[config.mk]
export PLATFORM = sky130hd
export DESIGN_NAME = controlador_sequenciador
export DESIGN_NICKNAME = d
export VERILOG_FILES = /design/src/rtl/controlador_sequenciador.sv
export SDC_FILE = /design/constraint.sdc
export NUM_CORES = 1
export LEC_CHECK = 0
export BUFFER_PORTS_ARGS = -buffer_cell sky130_fd_sc_hd__buf_2
export CAP_MARGIN = 20
export CORE_AREA = 2 2 39 41
export DETAILED_ROUTE_END_ITERATION = 16
export DIE_AREA = 0 0 41 43
export PLACE_DENSITY = 0.66
export RECOVER_POWER = 50
export REMOVE_ABC_BUFFERS = 1
export SYNTH_ARGS = -nofsm -noshare
export SYNTH_HDL_FRONTEND = slang
export SYNTH_SLANG_ARGS = --single-unit
[constraint.sdc]
create_clock -name CLK -period 1.5 [get_ports CLK]
set_input_delay 0.15 -clock CLK [delete_from_list [all_inputs] [get_ports CLK]]
set_output_delay 0.15 -clock CLK [all_outputs]
set_load 0.05 [all_outputs]
[src/rtl/controlador_sequenciador.sv]
// Control/sequencer for an accumulator machine: a 6-state one-hot ring counter
// clocked on the falling edge, and a combinational control word decoded from T-state and opcode.
module controlador_sequenciador #(
    parameter logic [3:0] OP_LDA = 4'b0000,
    parameter logic [3:0] OP_ADD = 4'b0001,
    parameter logic [3:0] OP_SUB = 4'b0010,
    parameter logic [3:0] OP_OUT = 4'b1110,
    parameter logic [3:0] OP_HLT = 4'b1111
) (
    input  logic       CLK,
    input  logic       CLR,
    input  logic [3:0] opcode,
    output logic       Cp,
    output logic       Ep,
    output logic       Lm_barra,
    output logic       CE_barra,
    output logic       Li_barra,
    output logic       Ei_barra,
    output logic       La_barra,
    output logic       Ea,
    output logic       Su,
    output logic       Eu,
    output logic       Lb_barra,
    output logic       Lo_barra,
    output logic       HLT,
    output logic [5:0] T
);

    typedef enum logic [5:0] {
        S_T1 = 6'b000001,
        S_T2 = 6'b000010,
        S_T3 = 6'b000100,
        S_T4 = 6'b001000,
        S_T5 = 6'b010000,
        S_T6 = 6'b100000
    } t_state_e;

    t_state_e r_state;
    t_state_e w_next;
    logic     r_hlt;
    logic     w_hlt_next;

    // Falling-edge update keeps the control word settled for every rising edge.
    always_ff @(negedge CLK or posedge CLR) begin
        if (CLR) begin
            r_state <= S_T1;
            r_hlt   <= 1'b0;
        end else begin
            r_state <= w_next;
            r_hlt   <= w_hlt_next;
        end
    end

    always_comb begin
        w_next     = r_state;
        w_hlt_next = r_hlt;
        if (!r_hlt) begin
            case (r_state)
                S_T1: w_next = S_T2;
                S_T2: w_next = S_T3;
                S_T3: begin
                    w_next = S_T4;
                    if (opcode == OP_HLT) begin
                        w_hlt_next = 1'b1;
                    end
                end
                S_T4:    w_next = S_T5;
                S_T5:    w_next = S_T6;
                S_T6:    w_next = S_T1;
                default: w_next = S_T1;
            endcase
        end
    end

    logic w_t1, w_t2, w_t3, w_t4, w_t5, w_t6;
    logic w_lda, w_add, w_sub, w_out;
    logic w_mem_op, w_arith;

    // Execute states are masked once halted so a changing opcode cannot leak through.
    assign w_t1 = r_state[0];
    assign w_t2 = r_state[1];
    assign w_t3 = r_state[2];
    assign w_t4 = r_state[3] & ~r_hlt;
    assign w_t5 = r_state[4] & ~r_hlt;
    assign w_t6 = r_state[5] & ~r_hlt;

    assign w_lda    = (opcode == OP_LDA);
    assign w_add    = (opcode == OP_ADD);
    assign w_sub    = (opcode == OP_SUB);
    assign w_out    = (opcode == OP_OUT);
    assign w_mem_op = w_lda | w_add | w_sub;
    assign w_arith  = w_add | w_sub;

    assign Cp       = w_t2;
    assign Ep       = w_t1;
    assign Lm_barra = ~(w_t1 | (w_t4 & w_mem_op));
    assign CE_barra = ~(w_t3 | (w_t5 & w_mem_op));
    assign Li_barra = ~w_t3;
    assign Ei_barra = ~(w_t4 & w_mem_op);
    assign La_barra = ~((w_t5 & w_lda) | (w_t6 & w_arith));
    assign Ea       = w_t4 & w_out;
    assign Su       = (w_t5 | w_t6) & w_sub;
    assign Eu       = w_t6 & w_arith;
    assign Lb_barra = ~(w_t5 & w_arith);
    assign Lo_barra = ~(w_t4 & w_out);

    assign HLT = r_hlt;
    assign T   = r_state;

endmodule

==> results.py, run 1 <==
metrics = {
    "detailed_routing": {
        "vias": 601,
        "ant_nets": 0,
        "wirelength_microns": 1730,
        "dr.first_iter.drc_count": 21,
        "drt_pass1_iterations": 4,
        "drc": 0,
        "wl_per_cell_microns": 14.3,
        "viasPerCell": 4.97,
    },
    "synth": {
        "synthCells": 61,
        "yosysWarnings": 0,
        "synth_cell_type_count": 25,
        "syn_area_per_cell_sq_um": 7.77,
        "synth.cell_area_sq_um": 474,
        "ys_seq_elements": 7,
        "ys_seq_area_share_pct": 37.2,
    },
    "critical_path": {
        "crit_family": "flip-flops",
        "rr_startpoint": "T[0]",
        "critPathSlowestCell": "dfrtn_1",
        "reg2reg_depth": 5,
        "endpoint_kind": "output pin",
        "crit_buf_inv": 2,
        "max_stage_delay_ps": 470,
        "crit_chain": "nor3_4, buf_4, a31oi_1, buf_4",
        "path_max_fanout": 3,
        "crit_top_cell": "buf_4",
        "reg2reg_to": "T[0]",
        "critPathLaunchType": "register",
        "reg2reg_setup_slack_ps": 130,
        "required_ps": 1350,
        "critical_path_class": "reg -> out",
        "crit_arrival_ps": 2150,
    },
    "cells_and_area": {
        "fin_area_sq_um": 957,
        "drive_above_1_share_pct": 53.3,
        "layout_common_cells": "buf_4, buf_6, nand2_1",
        "utilization_pct": 69.2,
        "finalNetCount": 112,
        "fill_cells": 104,
        "synthToLayoutAreaGrowth_pct": 102,
        "diodes": 0,
        "layout_commonest_cell": "buf_4",
    },
    "power": {
        "fin_total_pwr_w": 0.00190,
        "seqPwrFrac_pct": 18.6,
        "p_comb_share_pct": 71.7,
        "p_int_w": 0.000916,
        "leakage_nw": 0.465,
        "p_switching_w": 0.000987,
        "sw_frac_of_total_pct": 51.9,
        "cellPowerDensity_nw_per_um2": 1990,
        "power_frac_clock_pct": 9.7,
        "peakVddDrop_uv": 1110,
    },
    "placed_design": {
        "post-dp-hpwl_microns": 986,
        "io_buffers": 24,
        "post_dp_cell_area_sq_um": 684,
        "place.gp.congestion": 0.820,
        "dp_slack_ps": -568,
    },
    "clock_tree": {
        "clockBufferDepth": 2,
        "cts_hold_buffers": 0,
        "clk_latency_ps": 330,
        "cts_root_buf": "clkbuf_4",
        "clkSinkCount": 7,
        "cts_buffers": 3,
        "cts_tree": "built",
        "htree_levels": 1,
        "clk_pin_slew_ps": 40,
    },
    "global_routing": {
        "grt_pass1_wl_microns": 2330,
        "grt_remaining_overflow": 0,
        "grt_use_total_pct": 20.1,
        "antenna_found_initial": 0,
        "grt_pass1_vias": 562,
        "grt_start_max_net_pins": 14,
    },
    "floorplanning": {
        "num_io_pins": 25,
        "die_x_microns": 41,
        "core_sq_um": 1380,
        "initial_core_util_pct": 34.3,
        "floorplan.die_area_sq_um": 1760,
        "row_count": 14,
        "die_h_microns": 43,
    },
    "sta": {
        "maxSlewViolCount": 0,
        "finalHoldViolCount": 0,
        "worstMarginPinSlew_ps": 307,
        "slew_headroom_pct": 79.4,
        "clock_skew_ps": 61.7,
        "timing.final.ws_setup_ps": -797,
        "setup_viol": 19,
        "rsz0062_at_grt": "true",
    },
    "run_status": {
        "failed_checks": "negative setup slack",
        "status": "complete, but fails checks",
    },
    "hold_path": {
        "hold_class": "in -> async",
    },
    "run": {
        "max_cap_violations": 0,
    },
}
[worst max-delay path by stage]
| stage | startpoint | endpoint | slack [ps] | depth (start not counted) |
|---|---|---|---|---|
| 6_report | HLT | CE_barra | -800 | 4 |
| 5_1_grt | HLT | CE_barra | -810 | 4 |
| 4_1_cts | HLT | Lm_barra | -670 | 4 |
| 3_5_place_dp | HLT | Eu | -570 | 4 |
| 3_3_place_gp | HLT | Eu | -520 | 4 |
| 2_1_floorplan | T[3] | Ea | -1540 | 4 |
[sequential cells by signal (all words and copies together), names as in the netlist]
| signal | cells |
|---|---|
| HLT | 1 |
| T | 6 |
[repair_timing]
| item | in CTS | in global routing |
|---|---|---|
| endpoints found under the hold margin | 0 | 0 |
| pin swaps | 5 | 3 |
| endpoints found under the setup margin | 19 | 19 |
| resized for setup | 53 | 6 |
| buffers inserted | 2 | 5 |
[power by group through the flow]
stage | registers (W) | logic, W | clock network (W)
CTS | 0.000345 | 0.00128 | 0.000185
floorplan | 0.000679 | 0.000366 | 0.00000834
finish | 0.000354 | 0.00136 | 0.000184
global placement | 0.000321 | 0.00105 | 0.00000834
detailed placement | 0.000322 | 0.00106 | 0.00000834
global route | 0.000358 | 0.00144 | 0.000198
[through the flow]
step / instances / setup TNS [ps] / hold WS, ps
CTS: 116 / -9610 / 453
detailed placement: 110 / -5660 / 569
floorplan: 58 / -12860 / 593
finish: 121 / -10260 / 441
global placement: 110 / -5370 / 566
global route: 121 / -10860 / 473
[synthesized netlist by cell type]
| cell type | number | area share, % |
|---|---|---|
| xor2_1 | 1 | 1.8 |
| a32oi_1 | 1 | 1.8 |
| nand3_1 | 1 | 1.1 |
| dfstp_2 | 1 | 5.5 |
| nor3_2 | 1 | 2.1 |
| nand2_1 | 11 | 8.7 |
| o21ai_0 | 6 | 6.3 |
| buf_2 | 1 | 1.1 |
| inv_1 | 5 | 4.0 |
| inv_2 | 1 | 0.79 |
| o41ai_1 | 2 | 3.7 |
| and3b_1 | 1 | 1.8 |
| buf_4 | 2 | 3.2 |
| nand4_1 | 3 | 4.0 |
| and2_1 | 1 | 1.3 |
| xnor2_1 | 1 | 1.8 |
| nor3b_1 | 1 | 1.6 |
| nor2b_1 | 3 | 4.0 |
| dfrtn_1 | 6 | 32 |
| nor2_2 | 1 | 1.3 |
| o21bai_1 | 1 | 1.6 |
| nand4b_1 | 1 | 1.8 |
| o21ai_1 | 1 | 1.1 |
| a31oi_1 | 3 | 4.0 |
| nor2_1 | 5 | 4.0 |
[kinds of logic (layout without fill, tap and decap cells)]
| group | count (synthesis) | in the layout | share of synthesized area (%) |
|---|---|---|---|
| AOI/OAI and AO/OA | 14 | 14 | 18.5 |
| xor gates and xnor gates | 2 | 2 | 3.69 |
| buffers and inverters | 9 | 53 | 8.97 |
| DFF | 7 | 7 | 37.2 |
| and+or+nand+nor | 29 | 29 | 31.7 |
[metal layers]
layer	vias to the layer above	part of all wire [%]	GRT usage [%]
li1	298	-	-
met3	3	5.3	3.14
met2	26	54	35.3
met5	-	0	0
met4	0	1.4	10.0
met1	274	40	21.2
[area by class of cell]
class	count	area, sq um	share of cell area [%]
multi-input combinational	45	289	30.2
sequential	7	176	18.4
clock buffer	3	22.5	2.35
timing repair buffer	43	423	44.2
tap	16	20.0	2.09
inverter	5	18.8	1.96
clock inverter	2	7.51	0.784
(Power assumes the default switching activity.)
==> run 2: changes to the inputs <==
Settings changed: SETUP_SLACK_MARGIN set to 0.15.
==> run 2 against run 1 <==
The flow still finishes with violations (negative setup slack). Utilization increased by 2.8 points. Wire length rose by 5.9%. Sequential share of layout area fell by 0.72 points. Die area stayed put. Largest cell class unchanged.
==> results.py, run 2 (synthesized netlist as in run 1, its figures left out) <==
metrics = {
    "placed_design": {
        "io_buffers": 24,
        "post_dp_cell_area_sq_um": 684,
        "place.gp.congestion": 0.820,
        "post-dp-hpwl_microns": 986,
    },
    "critical_path": {
        "crit_arrival_ps": 2090,
        "reg2reg_depth": 5,
        "critical_path_class": "reg -> out",
        "critPathLaunchType": "register",
        "reg2reg_setup_slack_ps": 200,
        "required_ps": 1350,
        "path_max_fanout": 3,
        "endpoint_kind": "output pin",
        "reg2reg_to": "T[0]",
        "rr_startpoint": "T[0]",
    },
    "cells_and_area": {
        "layout_common_cells": "buf_4, buf_6, nand2_1",
        "fin_area_sq_um": 996,
        "diodes": 0,
        "synthToLayoutAreaGrowth_pct": 110,
        "layout_commonest_cell": "buf_4",
        "finalNetCount": 113,
        "largest_register_ffs": 6,
        "fill_cells": 97,
        "drive_above_1_share_pct": 53.8,
    },
    "global_routing": {
        "grt_start_max_net_pins": 14,
        "grt_use_total_pct": 20.1,
        "grt_pass1_vias": 562,
        "grt_pass1_wl_microns": 2330,
        "antenna_found_initial": 0,
        "grt_remaining_overflow": 0,
    },
    "detailed_routing": {
        "ant_nets": 0,
        "vias": 635,
        "dr.first_iter.drc_count": 12,
        "viasPerCell": 5.20,
        "wirelength_microns": 1840,
        "drt_pass1_iterations": 7,
        "wl_per_cell_microns": 15.0,
        "drc": 0,
    },
    "power": {
        "cellPowerDensity_nw_per_um2": 2040,
        "p_comb_share_pct": 73.6,
        "p_switching_w": 0.00102,
        "seqPwrFrac_pct": 17.2,
        "p_int_w": 0.00101,
        "fin_total_pwr_w": 0.00203,
        "power_frac_clock_pct": 9.2,
        "sw_frac_of_total_pct": 50.1,
        "peakVddDrop_uv": 1020,
        "leakage_nw": 0.481,
    },
    "floorplanning": {
        "floorplan.die_area_sq_um": 1760,
        "num_io_pins": 25,
        "initial_core_util_pct": 34.3,
        "die_h_microns": 43,
        "die_x_microns": 41,
        "core_sq_um": 1380,
        "row_count": 14,
    },
    "run": {
        "max_cap_violations": 0,
    },
    "sta": {
        "rsz0062_at_grt": "true",
        "worstMarginPinSlew_ps": 440,
        "clock_skew_ps": 66.1,
        "timing.final.ws_setup_ps": -736,
        "finalHoldViolCount": 0,
        "setup_viol": 19,
        "maxSlewViolCount": 0,
        "slew_headroom_pct": 70.5,
    },
    "clock_tree": {
        "htree_levels": 1,
        "clockBufferDepth": 2,
        "cts_buffers": 3,
        "clkSinkCount": 7,
        "cts_tree": "built",
        "clk_latency_ps": 330,
        "cts_root_buf": "clkbuf_4",
        "clk_pin_slew_ps": 40,
    },
    "run_status": {
        "status": "complete, but fails checks",
        "failed_checks": "negative setup slack",
    },
    "hold_path": {
        "hold_class": "in -> async",
    },
}
## run 2: stage by stage
stage	utilization, %	worst slack (ps)	hold WS (ps)	instances	setup TNS (ps)
detailed placement	49.5	-568	569	110	-5660
finish	72.0	-736	440	122	-10350
global placement	49.5	-519	566	110	-5370
floorplan	-	-1540	593	58	-12860
CTS	64.9	-672	453	116	-9610
global route	72.0	-752	473	122	-10860
## run 2: how the worst max path moves through the flow
stage,from,endpoint,cells after the start
after floorplan,T[3],Ea,4
after global placement,HLT,Eu,4
after detailed placement,HLT,Eu,4
after CTS,HLT,Lm_barra,4
after global routing,HLT,Eu,4
final,HLT,Lm_barra,4
## run 2: worst max-delay path, stage by stage, from the launching register on
cell     delay, ps
dfrtn_1        470
buf_4          160
nor2_4          40
a31oi_1        170
buf_4          230
## run 2: timing repair
action                                 CTS  global route
endpoints found under the hold margin    0             0
hold buffers                             0             0
pin swaps                                6             4
resized for setup                       53            10
setup buffers                            2             6
setup endpoints to repair               19            20
## run 2: cell type report
class                      count  area (sq um)  share of cell area (%)
sequential                     7           176                    17.7
clock buffer                   3          22.5                    2.26
timing repair buffer          44           457                    45.9
clock inverter                 2          7.51                   0.754
tap                           16          20.0                    2.01
inverter                       5          18.8                    1.88
multi-input combinational     45           294                    29.5
## run 2: routing by layer
metal | GRT usage, % | share of wire (%) | vias up
li1 | - | - | 305
met1 | 21.2 | 37 | 292
met2 | 35.3 | 54 | 33
met3 | 3.14 | 6.6 | 5
met4 | 10.0 | 1.4 | 0
met5 | 0 | 0 | -
## run 2: power by group through the flow
stage	registers (W)	clock network (W)	logic, W
final	0.000349	0.000186	0.00149
after global routing	0.000352	0.000198	0.00157
after CTS	0.000345	0.000185	0.00128
after detailed placement	0.000322	0.00000834	0.00106
after global placement	0.000321	0.00000834	0.00105
after floorplan	0.000679	0.00000834	0.000366
